File: config.mk
export PLATFORM = sky130hd
export DESIGN_NAME = id_stage_hz
export DESIGN_NICKNAME = d
export VERILOG_FILES = /design/src/rtl/id_stage_hz.sv
export SDC_FILE = /design/constraint.sdc
export NUM_CORES = 2
export LEC_CHECK = 0
export CORE_MARGIN = 4
export CORE_UTILIZATION = 30
export CTS_CLUSTER_DIAMETER = 150
export DETAILED_ROUTE_END_ITERATION = 6
export PLACE_DENSITY_LB_ADDON = 0.15
export SKIP_LAST_GASP = 1
export SLEW_MARGIN = 20
export SYNTH_ARGS = -nofsm -noshare
export SYNTH_HDL_FRONTEND = slang
export SYNTH_SLANG_ARGS = --single-unit
File: constraint.sdc
create_clock -name clk -period 10.4 [get_ports clk]
set_input_delay 1.04 -clock clk [delete_from_list [all_inputs] [get_ports clk]]
set_output_delay 1.04 -clock clk [all_outputs]
set_load 0.02 [all_outputs]
File: src/rtl/id_stage_hz.sv
// Decode stage: control decode, bypassed register file, load-use detection,
// bubble insertion and the ID/EX pipeline register with a saturating stall counter.
module id_stage_hz #(
  parameter int DATA_W      = 32,
  parameter int NUM_REGS    = 32,
  parameter int STALL_CNT_W = 16,
  localparam int RA_W       = (NUM_REGS > 1) ? $clog2(NUM_REGS) : 1
) (
  input  logic                   clk,
  input  logic                   reset,
  input  logic                   if_id_valid,
  input  logic [DATA_W-1:0]      if_id_npc,
  input  logic [31:0]            if_id_instr,
  input  logic                   wb_we,
  input  logic [RA_W-1:0]        wb_addr,
  input  logic [DATA_W-1:0]      wb_data,
  input  logic                   ex_hold,
  input  logic                   ex_flush,
  output logic                   id_stall,
  output logic                   id_ex_valid,
  output logic [8:0]             id_ex_control,
  output logic [DATA_W-1:0]      id_ex_npc,
  output logic [DATA_W-1:0]      id_ex_read_data1,
  output logic [DATA_W-1:0]      id_ex_read_data2,
  output logic [DATA_W-1:0]      id_ex_sign_ext,
  output logic [RA_W-1:0]        id_ex_rs,
  output logic [RA_W-1:0]        id_ex_rt,
  output logic [RA_W-1:0]        id_ex_rd,
  output logic [STALL_CNT_W-1:0] stall_count
);

  typedef struct packed {
    logic              valid;
    logic [8:0]        control;
    logic [DATA_W-1:0] npc;
    logic [DATA_W-1:0] rd1;
    logic [DATA_W-1:0] rd2;
    logic [DATA_W-1:0] sext;
    logic [RA_W-1:0]   rs;
    logic [RA_W-1:0]   rt;
    logic [RA_W-1:0]   rd;
  } idex_t;

  idex_t idex_q, idex_d, dec;
  logic [STALL_CNT_W-1:0] cnt_q, cnt_d;
  logic [DATA_W-1:0] rf_q [NUM_REGS];

  logic [RA_W-1:0]   rs, rt, rd;
  logic [DATA_W-1:0] rd1, rd2;
  logic [8:0]        ctrl;
  logic              lu;

  assign rs = if_id_instr[21 +: RA_W];
  assign rt = if_id_instr[16 +: RA_W];
  assign rd = if_id_instr[11 +: RA_W];

  always_comb begin
    unique case (if_id_instr[31:26])
      6'b000000: ctrl = 9'b1_10_0_0_0_0_0_1;
      6'b100011: ctrl = 9'b0_00_1_0_1_0_1_1;
      6'b101011: ctrl = 9'b0_00_1_0_0_1_0_0;
      6'b000100: ctrl = 9'b0_01_0_1_0_0_0_0;
      default:   ctrl = 9'b0;
    endcase
  end

  // Writeback in the same cycle wins over the stored value.
  always_comb begin
    rd1 = '0;
    rd2 = '0;
    if (rs != '0) begin
      if (wb_we && wb_addr == rs)   rd1 = wb_data;
      else if (int'(rs) < NUM_REGS) rd1 = rf_q[rs];
    end
    if (rt != '0) begin
      if (wb_we && wb_addr == rt)   rd2 = wb_data;
      else if (int'(rt) < NUM_REGS) rd2 = rf_q[rt];
    end
  end

  always_ff @(posedge clk) begin
    if (!reset) begin
      for (int i = 0; i < NUM_REGS; i++) rf_q[i] <= '0;
    end else if (wb_we && wb_addr != '0 && int'(wb_addr) < NUM_REGS) begin
      rf_q[wb_addr] <= wb_data;
    end
  end

  assign lu = if_id_valid && idex_q.valid && idex_q.control[3] && idex_q.rt != '0 &&
              (idex_q.rt == rs || idex_q.rt == rt);
  assign id_stall = ex_hold | (lu & ~ex_flush);

  always_comb begin
    dec         = '0;
    dec.valid   = if_id_valid;
    dec.control = if_id_valid ? ctrl : 9'b0;
    dec.npc     = if_id_npc;
    dec.rd1     = rd1;
    dec.rd2     = rd2;
    dec.sext    = DATA_W'($signed(if_id_instr[15:0]));
    dec.rs      = rs;
    dec.rt      = rt;
    dec.rd      = rd;
  end

  // Hold freezes everything, including a pending flush; a bubble is an all-zero entry.
  always_comb begin
    idex_d = idex_q;
    cnt_d  = cnt_q;
    if (!ex_hold) begin
      if (ex_flush) begin
        idex_d = '0;
      end else if (lu) begin
        idex_d = '0;
        if (cnt_q != '1) cnt_d = cnt_q + 1'b1;
      end else begin
        idex_d = dec;
      end
    end
  end

  always_ff @(posedge clk) begin
    if (!reset) begin
      idex_q <= '0;
      cnt_q  <= '0;
    end else begin
      idex_q <= idex_d;
      cnt_q  <= cnt_d;
    end
  end

  assign id_ex_valid      = idex_q.valid;
  assign id_ex_control    = idex_q.control;
  assign id_ex_npc        = idex_q.npc;
  assign id_ex_read_data1 = idex_q.rd1;
  assign id_ex_read_data2 = idex_q.rd2;
  assign id_ex_sign_ext   = idex_q.sext;
  assign id_ex_rs         = idex_q.rs;
  assign id_ex_rt         = idex_q.rt;
  assign id_ex_rd         = idex_q.rd;
  assign stall_count      = cnt_q;

endmodule

==> flow_metrics.env <==
export IMPL_power_total_mw=11.87
export IMPL_grt_use_total_pct=23.20
export IMPL_grt_max_degree=102
export IMPL_switching_share_pct=25.81
export IMPL_htreeDepth=4
export IMPL_synth_edf_count=1024
export IMPL_io_pins=277
export IMPL_async_reset_ff_share_pct=0
export IMPL_rows=165
export IMPL_netlist_area_sq_mm=0.06107
export IMPL_grt_setup_unrepaired="false"
export IMPL_leakagePower_nw=24.41
export IMPL_powerDensity_mw_per_mm2=166.3
export IMPL_arrival_ns=3.52
export IMPL_ys_flop_type="edfxtp_1"
export IMPL_ir_drop_mv=0.1499
export IMPL_synth_top_area_share_pct=50.35
export IMPL_dp_cells=6950
export IMPL_die_area_sq_mm=0.2109
export IMPL_wl_microns=249100
export IMPL_grt_pass1_vias=40460
export IMPL_run_status="finished clean"
export IMPL_grt_overflow=0
export IMPL_hp_class="reg -> reg"
export IMPL_post_cts_resized=0
export IMPL_ys_warn_count=0
export IMPL_synthTopCellsByArea="edfxtp_1, mux4_2, and2_1"
export IMPL_combPwrFrac_pct=11.9
export IMPL_start_util_pct=30.19
export IMPL_ctsHoldBuffers=0
export IMPL_finalCritPeriodShare_pct=43.83
export IMPL_setup_ws_ns=5.841
export IMPL_vias=39740
export IMPL_cts_sinks=1169
export IMPL_clk_latency_ns=0.81
export IMPL_regArea_sq_mm=0.03365
export IMPL_cp_start_kind="primary input"
export IMPL_multiInputGateArea_sq_mm=0.02595
export IMPL_max_slew_margin_pct=26.36
export IMPL_hold_viol_final=0
export IMPL_drv_cap=0
export IMPL_internal_power_mw=8.809
export IMPL_firstDrtPassIters=7
export IMPL_ys_seq_elements=1169
export IMPL_power_switching_mw=3.064
export IMPL_clockPowerShare_pct=41.8
export IMPL_final_cells=7227
export IMPL_coreArea_sq_mm=0.2023
export IMPL_syn_to_final_growth_pct=16.93
export IMPL_pwr_share_seq_pct=46.3
export IMPL_finClkSkew_ns=0.03251
export IMPL_finalSetupViolations=0
export IMPL_ys_top_cells_by_count="edfxtp_1, and2_1, mux4_2, mux2i_1, clkbuf_1"
export IMPL_syn_avg_cell_area_sq_um=14.15
export IMPL_synth_largest_area_cell="edfxtp_1"
export IMPL_route_detailed_wl_per_inst_microns=34.46
export IMPL_ys_types=49
export IMPL_antenna_found_initial=30
export IMPL_die_x_microns=459.2
export IMPL_fill_cells=19330
export IMPL_timing_final_crit_period_ns=4.559
export IMPL_path_class="in -> out"
export IMPL_required_ns=9.36
export IMPL_vias_per_cell=5.499
export IMPL_grt_pass1_wl_microns=341000
export IMPL_post_synth_top_count_cell="edfxtp_1"
export IMPL_fmax_mhz=219.4
export IMPL_drive_above_1_share_pct=19.64
export IMPL_final_nets=4533
export IMPL_root_buffer="clkbuf_16"
export IMPL_cts_tree="done"
export IMPL_drcViolationCount=0
export IMPL_dp_slack_ns=5.539
export IMPL_post_cts_buffers=0
export IMPL_cp_max_fo=52
export IMPL_dp_final_hpwl_microns=143300
export IMPL_place_gp_congestion=0.7800
export IMPL_cts_buffers=145
export IMPL_path_clk_slew_ns=0.05
export IMPL_synth_cells=4316
export IMPL_ys_seq_area_share_pct=55.10
export IMPL_ant_nets=0
export IMPL_drt_iter0_drc=4265
export IMPL_fin_tns_setup_ns=0
export IMPL_io_buffers=276
export IMPL_endpoint_kind="output port"
export IMPL_cts_buffer_depth=3
export IMPL_worst_pin_slew_ns=1.100
export IMPL_finalMaxSlewViolations=0
export IMPL_dieHeight_microns=459.2
-- state kept, by name (all words and copies together), names as in the netlist --
signal            flops
id_ex_control         6
id_ex_read_data1     32
id_ex_rs              5
id_ex_valid           1
stall_count          16
id_ex_sign_ext       16
id_ex_npc            32
id_ex_rt              5
id_ex_read_data2     32
rf_q               1024
-- power groups by stage --
stage	logic, mW	clock network [mW]	registers [mW]
5_1_grt	1.48	5.24	5.52
3_5_place_dp	1.42	0	5.59
3_3_place_gp	1.42	0	5.59
2_1_floorplan	0.828	0	5.56
6_report	1.42	4.96	5.50
4_1_cts	1.43	5.05	5.49
-- cell type report --
| type | count | area share (%) |
|---|---|---|
| flip-flops and latches | 1169 | 47.12 |
| multi-input cells | 2686 | 36.34 |
| clock buffers | 202 | 5.745 |
| repair buffers | 420 | 5.405 |
| well taps | 2672 | 4.682 |
| clock inverters | 62 | 0.6308 |
| diodes | 13 | 0.04555 |
| inverters | 3 | 0.02628 |
-- worst max-delay path, cell delays in order --
cell,delay (ns)
buf_8,0.40
buf_4,0.50
xor2_1,0.18
nor2_1,0.06
a22oi_2,0.53
o31ai_1,0.17
clkdlybuf4s50_1,0.60
-- final timing paths --
check                         from               end  slack (ns)  depth (start not counted)
setup / recovery   if_id_instr[22]          id_stall        5.84                          7
hold / removal    id_ex_control[5]  id_ex_control[5]        0.47                          2
setup reg to reg       id_ex_rt[0]  id_ex_control[2]        7.20                          6
hold reg to reg   id_ex_control[5]  id_ex_control[5]        0.47                          2
-- cells in the final DEF, fill, tap and decap left out, types with 27 or more instances in the layout --
cell type / n
a211oi_1: 85
a221oi_1: 64
a222oi_1: 43
a22oi_1: 123
and2_1: 995
buf_4: 144
clkbuf_1: 40
clkbuf_16: 153
clkdlybuf4s50_1: 257
clkinv_1: 27
conb_1: 32
dfxtp_1: 145
edfxtp_1: 1024
mux2i_1: 305
mux4_2: 448
nand2_1: 104
nand2b_1: 71
nand3_1: 54
nor2_1: 75
nor2_4: 35
o211ai_1: 43
o21ai_4: 33
-- routing by layer --
layer	wire length, microns	track usage (%)
met5	27	0
met1	100300	29.56
met4	8680	7.860
met3	15830	3.753
met2	124200	40.10
-- metrics by stage --
step	hold WS [ns]	cell area, sq um	utilization (%)
floorplan	0.5450	61190	-
global placement	0.4645	66860	33.05
detailed placement	0.4616	66850	33.04
CTS	0.4703	71400	35.29
global route	0.4848	71390	35.28
finish	0.4662	71410	35.30
-- kinds of logic after synthesis --
logic type      count (synthesis)  synth area share, %
xor+xnor                       26               0.3729
simple gates                 1401                13.41
other cells                     1             0.006140
buf+inv                       492                3.710
fa+ha+maj                       1              0.02048
compound gates                473                5.855
mux                           753                21.52
flops                        1169                55.10
Power figures use the tool's default switching activity.
